`src/rtl/fp_add_pipe.sv`:
```
// Three-stage pipelined IEEE-754 binary adder/subtractor with valid/ready flow control.
// Stage 1 aligns the operands, stage 2 adds and counts leading zeros, stage 3 normalises and rounds.
module fp_add_pipe #(
  parameter int unsigned EXP_W = 8,
  parameter int unsigned MAN_W = 23
) (
  input  logic                   clk,
  input  logic                   rst,
  input  logic                   in_valid,
  output logic                   in_ready,
  input  logic [EXP_W+MAN_W:0]   in_a,
  input  logic [EXP_W+MAN_W:0]   in_b,
  input  logic                   in_op,
  output logic                   out_valid,
  input  logic                   out_ready,
  output logic [EXP_W+MAN_W:0]   out_result,
  output logic [2:0]             out_flags
);

  localparam int unsigned W   = 1 + EXP_W + MAN_W;
  localparam int unsigned FW  = MAN_W + 4;            // hidden, mantissa, guard, round, sticky
  localparam int unsigned SW  = MAN_W + 5;            // FW plus carry-out
  localparam int unsigned LZW = $clog2(MAN_W + 6);
  localparam int unsigned SHW = ((EXP_W > LZW) ? EXP_W : LZW) + 1;
  localparam int unsigned EW  = EXP_W + 1;
  localparam int unsigned PW  = EXP_W + 1 + MAN_W;

  logic stall, adv;
  logic out_valid_q;
  logic [W-1:0] out_result_q;
  logic [2:0] out_flags_q;

  assign stall      = out_valid_q & ~out_ready;
  assign adv        = ~stall;
  assign in_ready   = adv;
  assign out_valid  = out_valid_q;
  assign out_result = out_result_q;
  assign out_flags  = out_flags_q;

  // Stage 1: unpack, classify, order by magnitude and align the smaller operand.
  logic sa, sb, a_nan, b_nan, a_inf, b_inf, b_gt;
  logic [EXP_W-1:0] ea, eb, ea_e, eb_e, el, es, diff;
  logic [MAN_W-1:0] ma, mb;
  logic [FW-1:0] ext_l, ext_s, sh_s;
  logic [2*FW-1:0] wide;
  logic s1_sign_d, s1_sub_d, s1_nan_d, s1_inf_d, s1_inf_sign_d;

  always_comb begin
    sa    = in_a[W-1];
    sb    = in_b[W-1] ^ in_op;
    ea    = in_a[W-2:MAN_W];
    eb    = in_b[W-2:MAN_W];
    ma    = in_a[MAN_W-1:0];
    mb    = in_b[MAN_W-1:0];
    a_nan = (&ea) & (|ma);
    b_nan = (&eb) & (|mb);
    a_inf = (&ea) & ~(|ma);
    b_inf = (&eb) & ~(|mb);
    ea_e  = (ea == '0) ? EXP_W'(1) : ea;
    eb_e  = (eb == '0) ? EXP_W'(1) : eb;
    b_gt  = in_b[W-2:0] > in_a[W-2:0];
    if (b_gt) begin
      el        = eb_e;
      es        = ea_e;
      ext_l     = {|eb, mb, 3'b000};
      ext_s     = {|ea, ma, 3'b000};
      s1_sign_d = sb;
    end else begin
      el        = ea_e;
      es        = eb_e;
      ext_l     = {|ea, ma, 3'b000};
      ext_s     = {|eb, mb, 3'b000};
      s1_sign_d = sa;
    end
    diff = el - es;
    wide = {ext_s, {FW{1'b0}}} >> diff;
    if (32'(diff) >= MAN_W + 3) begin
      sh_s = {{(FW-1){1'b0}}, |ext_s};
    end else begin
      sh_s = {wide[2*FW-1:FW+1], wide[FW] | (|wide[FW-1:0])};
    end
    s1_sub_d      = sa ^ sb;
    s1_nan_d      = a_nan | b_nan | (a_inf & b_inf & (sa ^ sb));
    s1_inf_d      = a_inf | b_inf;
    s1_inf_sign_d = a_inf ? sa : sb;
  end

  logic s1_valid_q, s1_sign_q, s1_sub_q, s1_nan_q, s1_inf_q, s1_inf_sign_q;
  logic [EXP_W-1:0] s1_exp_q;
  logic [FW-1:0] s1_ml_q, s1_ms_q;

  // Stage 2: magnitude add/subtract (never negative, larger operand first) and LZC.
  logic [SW-1:0] sum;
  logic [LZW-1:0] lzc;

  always_comb begin
    if (s1_sub_q) begin
      sum = {1'b0, s1_ml_q} - {1'b0, s1_ms_q};
    end else begin
      sum = {1'b0, s1_ml_q} + {1'b0, s1_ms_q};
    end
    lzc = LZW'(SW);
    for (int i = 0; i < SW; i++) begin
      if (sum[i]) lzc = LZW'(SW - 1 - i);
    end
  end

  logic s2_valid_q, s2_sign_q, s2_sub_q, s2_nan_q, s2_inf_q, s2_inf_sign_q;
  logic [EXP_W-1:0] s2_exp_q;
  logic [SW-1:0] s2_sum_q;
  logic [LZW-1:0] s2_lzc_q;

  // Stage 3: normalise, round to nearest even, pack and apply special-case overrides.
  logic [SHW-1:0] lz_m1, room, shl;
  logic [FW-1:0] shifted, nm;
  logic [EW-1:0] exp_n, exp_f;
  logic [PW-1:0] packed_v;
  logic rnd_up, inexact, ovf;
  logic [W-1:0] res_d;
  logic [2:0] flags_d;

  always_comb begin
    lz_m1 = SHW'(s2_lzc_q) - SHW'(1);
    room  = SHW'(s2_exp_q) - SHW'(1);
    // Left shift stops once the exponent reaches 1; the result is then subnormal.
    shl     = (lz_m1 < room) ? lz_m1 : room;
    shifted = s2_sum_q[FW-1:0] << shl;
    if (s2_sum_q[SW-1]) begin
      nm    = {s2_sum_q[SW-1:2], |s2_sum_q[1:0]};
      exp_n = {1'b0, s2_exp_q} + EW'(1);
    end else begin
      nm    = shifted;
      exp_n = {1'b0, s2_exp_q} - EW'(shl);
    end
    rnd_up   = nm[2] & (nm[1] | nm[0] | nm[3]);
    inexact  = |nm[2:0];
    exp_f    = nm[FW-1] ? exp_n : '0;
    // Rounding carry ripples from the mantissa into the exponent field naturally.
    packed_v = {exp_f, nm[FW-2:3]} + PW'(rnd_up);
    ovf      = packed_v[PW-1:MAN_W] >= {1'b0, {EXP_W{1'b1}}};

    res_d   = {s2_sign_q, packed_v[PW-2:0]};
    flags_d = {2'b00, inexact};
    if (s2_nan_q) begin
      res_d   = {1'b0, {EXP_W{1'b1}}, 1'b1, {(MAN_W-1){1'b0}}};
      flags_d = 3'b100;
    end else if (s2_inf_q) begin
      res_d   = {s2_inf_sign_q, {EXP_W{1'b1}}, {MAN_W{1'b0}}};
      flags_d = 3'b000;
    end else if (s2_sum_q == '0) begin
      res_d   = {~s2_sub_q & s2_sign_q, {(W-1){1'b0}}};
      flags_d = 3'b000;
    end else if (ovf) begin
      res_d   = {s2_sign_q, {EXP_W{1'b1}}, {MAN_W{1'b0}}};
      flags_d = 3'b011;
    end
  end

  always_ff @(posedge clk) begin
    if (rst) begin
      s1_valid_q   <= 1'b0;
      s2_valid_q   <= 1'b0;
      out_valid_q  <= 1'b0;
      out_result_q <= '0;
      out_flags_q  <= '0;
    end else if (adv) begin
      s1_valid_q  <= in_valid;
      s2_valid_q  <= s1_valid_q;
      out_valid_q <= s2_valid_q;
      if (s2_valid_q) begin
        out_result_q <= res_d;
        out_flags_q  <= flags_d;
      end
    end
  end

  always_ff @(posedge clk) begin
    if (adv) begin
      s1_sign_q     <= s1_sign_d;
      s1_sub_q      <= s1_sub_d;
      s1_nan_q      <= s1_nan_d;
      s1_inf_q      <= s1_inf_d;
      s1_inf_sign_q <= s1_inf_sign_d;
      s1_exp_q      <= el;
      s1_ml_q       <= ext_l;
      s1_ms_q       <= sh_s;
      s2_sign_q     <= s1_sign_q;
      s2_sub_q      <= s1_sub_q;
      s2_nan_q      <= s1_nan_q;
      s2_inf_q      <= s1_inf_q;
      s2_inf_sign_q <= s1_inf_sign_q;
      s2_exp_q      <= s1_exp_q;
      s2_sum_q      <= sum;
      s2_lzc_q      <= lzc;
    end
  end

endmodule
```
`config.mk`:
```
export PLATFORM = sky130hd
export DESIGN_NAME = fp_add_pipe
export DESIGN_NICKNAME = d
export VERILOG_FILES = /design/src/rtl/fp_add_pipe.sv
export SDC_FILE = /design/constraint.sdc
export NUM_CORES = 1
export LEC_CHECK = 0
export ABC_AREA = 1
export ABC_CLOCK_PERIOD_IN_PS = 5800
export BUFFER_PORTS_ARGS = -buffer_cell sky130_fd_sc_hd__buf_2
export CORE_MARGIN = 2
export CORE_UTILIZATION = 35
export CTS_CLUSTER_DIAMETER = 200
export DETAILED_ROUTE_END_ITERATION = 16
export PLACE_DENSITY = 0.5
export SYNTH_ARGS = -nofsm -noshare
export SYNTH_HDL_FRONTEND = slang
export SYNTH_SLANG_ARGS = --single-unit
export TNS_END_PERCENT = 1
```
`constraint.sdc`:
```
create_clock -name clk -period 5.8 [get_ports clk]
set_input_delay 0.58 -clock clk [delete_from_list [all_inputs] [get_ports clk]]
set_output_delay 0.58 -clock clk [all_outputs]
set_load 0.1 [all_outputs]
```
==> run_results.csv <==
group,metric,value,unit
critical_path,critPathArrivalTime,5.83,ns
placement,io_buffers,105,
floorplan,rows,74,
placement,dp_slack,-0.165,ns
timing,hold_viol,0,
synthesis,synth_nets,2384,
global_routing,grt_pass1_vias,14900,
synthesis,avgSynthCellArea,6.57,um2
layout,stdcell_count,2950,
min_path,worst_hold_path_type,"input pin to register",
outcome,status,"finished clean",
timing,finalSetupViolations,0,
critical_path,slowest_stage,"edfxtp_1",
floorplan,initial_core_util,0.356,
synthesis,yosys_most_used_dff,"edfxtp_1",
timing,fin_crit,5.52,ns
detailed_routing,vias,15200,
clock_network,cts.sinks,148,
floorplan,dieArea,43500,um2
clock_network,h-tree-depth,4,
timing,max_freq,0.181,GHz
synthesis,synth_edf_count,110,
placement,dp_cells,2899,
critical_path,worstSetupPathType,"register to register",
floorplan,ioPinCount,106,
placement,gp_congestion,0.950,
global_routing,overflow,0,
synthesis,synth_seq_cells,148,
detailed_routing,dr.pass1.iters,6,
detailed_routing,ant_nets,0,
synthesis,ys_types,55,
timing,fin_ws,0.280,ns
clock_network,clockBufferDepth,2,
floorplan,core,41100,um2
synthesis,synthTopCellsByCount,"555 x nand2_1, 295 x nand3_1, 260 x inv_1, 200 x nor2_1, 153 x o21ai_0",
layout,finalNetCount,2559,
clock_network,cts_tree,"yes",
placement,dpl_cell_area,16300,um2
clock_network,clockRootBuffer,"clkbuf_16",
critical_path,cp.required,6.11,ns
synthesis,ys_seq_area_frac,0.277,
global_routing,antenna_found_initial,0,
timing,finalClockSkew,0.0142,ns
layout,stdcell_area,17200,um2
detailed_routing,wl_per_cell,17.1,um
critical_path,cp-start-kind,"register",
global_routing,grt_max_degree,90,
floorplan,die_x,209,um
layout,layout-drive-gt1-share,0.158,
run,maxCapViolCount,0,
layout,n_antenna_cell,0,
clock_network,cts_buffers,17,
timing,hold_slack,0.394,ns
floorplan,die_h,209,um
synthesis,ys_warn_count,0,
synthesis,synth_top_area_cell,"edfxtp_1",
critical_path,critPathMaxStageDelay,0.46,ns
synthesis,synth_most_common_cell,"nand2_1",
layout,nFillCells,4459,
clock_network,clock_latency,0.45,ns
global_routing,grt_pass1_wl,79200,um
detailed_routing,wirelength,50300,um
critical_path,endpoint_kind,"register",
timing,rsz0062_at_grt,"yes",
timing,period_share,0.952,
layout,synthToLayoutAreaGrowth,17.4,%
timing,slew_viol_final,0,
synthesis,synth.top_cell.area_share,0.225,
timing,worst_slew_pin_slew,1.16,ns
placement,post-dp-hpwl,41500,um
detailed_routing,vias_per_cell,5.14,
synthesis,synthArstFlopShare,0,
synthesis,netlist_instances,2230,
timing,slew_headroom,0.220,
global_routing,grt_usage,0.232,
detailed_routing,drc,0,
critical_path,critPathMaxFanout,9,
clock_network,path_clk_slew,0.07,ns
detailed_routing,drt-initial-drc-count,824,
synthesis,synth_area_leaders,"edfxtp_1 23%, nand2_1 14%, nand3_1 10%",
synthesis,netlist_area,14700,um2
[metrics by stage]
stage / TNS (ns) / utilization
after detailed placement: -0.165 / 0.397
after floorplan: 0 / -
after global routing: -1.36 / 0.418
after global placement: -0.152 / 0.397
after CTS: 0 / 0.412
final: 0 / 0.418
[sequential cells by signal (all words and copies together) (netlist names), 3 cells and up]
signal / cells
out_result: 32
s2_sum_q: 28
s1_ms_q: 27
s1_ml_q: 24
s1_exp_q: 8
s2_exp_q: 8
s2_lzc_q: 5
out_flags: 3
[repair_timing]
item,in CTS,in global routing
hold buffers,0,0
setup endpoints to repair,0,34
resized for setup,0,38
buffers inserted,0,19
[logic make-up after synthesis]
family,after synthesis,share of synthesized area
adder cells (fa/ha/maj),85,0.0736
flip-flops,148,0.277
XOR/XNOR,84,0.0502
buffers and inverters,362,0.100
AND/OR/NAND/NOR,1234,0.381
AO/OA/AOI/OAI,317,0.118
[routing by layer]
metal / GRT usage / share of wire / up-vias / routed length (um)
met3: 0.0257 / 0.028 / 86 / 1420
met5: 0 / 0 / - / 0
met1: 0.268 / 0.42 / 6951 / 21400
li1: - / - / 7809 / -
met2: 0.436 / 0.51 / 319 / 25800
met4: 0.0897 / 0.036 / 0 / 1810
[critical path, delay by kind of cell, from the launching register on]
family	cells	cell delay, ns
compound gates	2	0.24
fa+ha+maj	2	0.42
buf+inv	8	0.99
flops	1	0.46
simple gates	26	3.27
[cell type report]
type | instances | area [um2] | share of cell area
inverters | 277 | 1040 | 0.0606
flip-flops and latches | 148 | 4060 | 0.236
repair buffers | 241 | 1590 | 0.0922
clock buffers | 21 | 472 | 0.0274
clock inverters | 11 | 111 | 0.00647
multi-input cells | 1720 | 9260 | 0.538
well taps | 532 | 666 | 0.0387
[path summary, 6_finish.rpt]
check | start | to | slack, ns | cells past startpoint
worst max register to register | s2_exp_q[1] | out_result[4] | 0.28 | 38
worst min-delay path | in_valid | s1_valid_q | 0.39 | 3
worst min register to register | s1_inf_q | s2_inf_q | 0.42 | 0
worst max-delay path | s2_exp_q[1] | out_result[4] | 0.28 | 38
[cells in the final DEF, fill, tap and decap left out, types with 13 or more instances in the layout]
cell	count
edfxtp_1	110
buf_4	130
nor4_1	21
xnor2_1	33
ha_1	82
o21ai_0	151
nand2_2	26
xor2_1	49
inv_1	258
a21oi_1	103
nor3_1	30
clkbuf_16	18
nor2_2	20
buf_2	106
nand3_1	293
inv_2	13
nand4_1	59
nand3_2	14
dfxtp_1	38
nand2_1	544
nor2_1	193
Power is not shown: default switching activity piles up to over one toggle a cycle in this logic, so the estimate is an artifact.
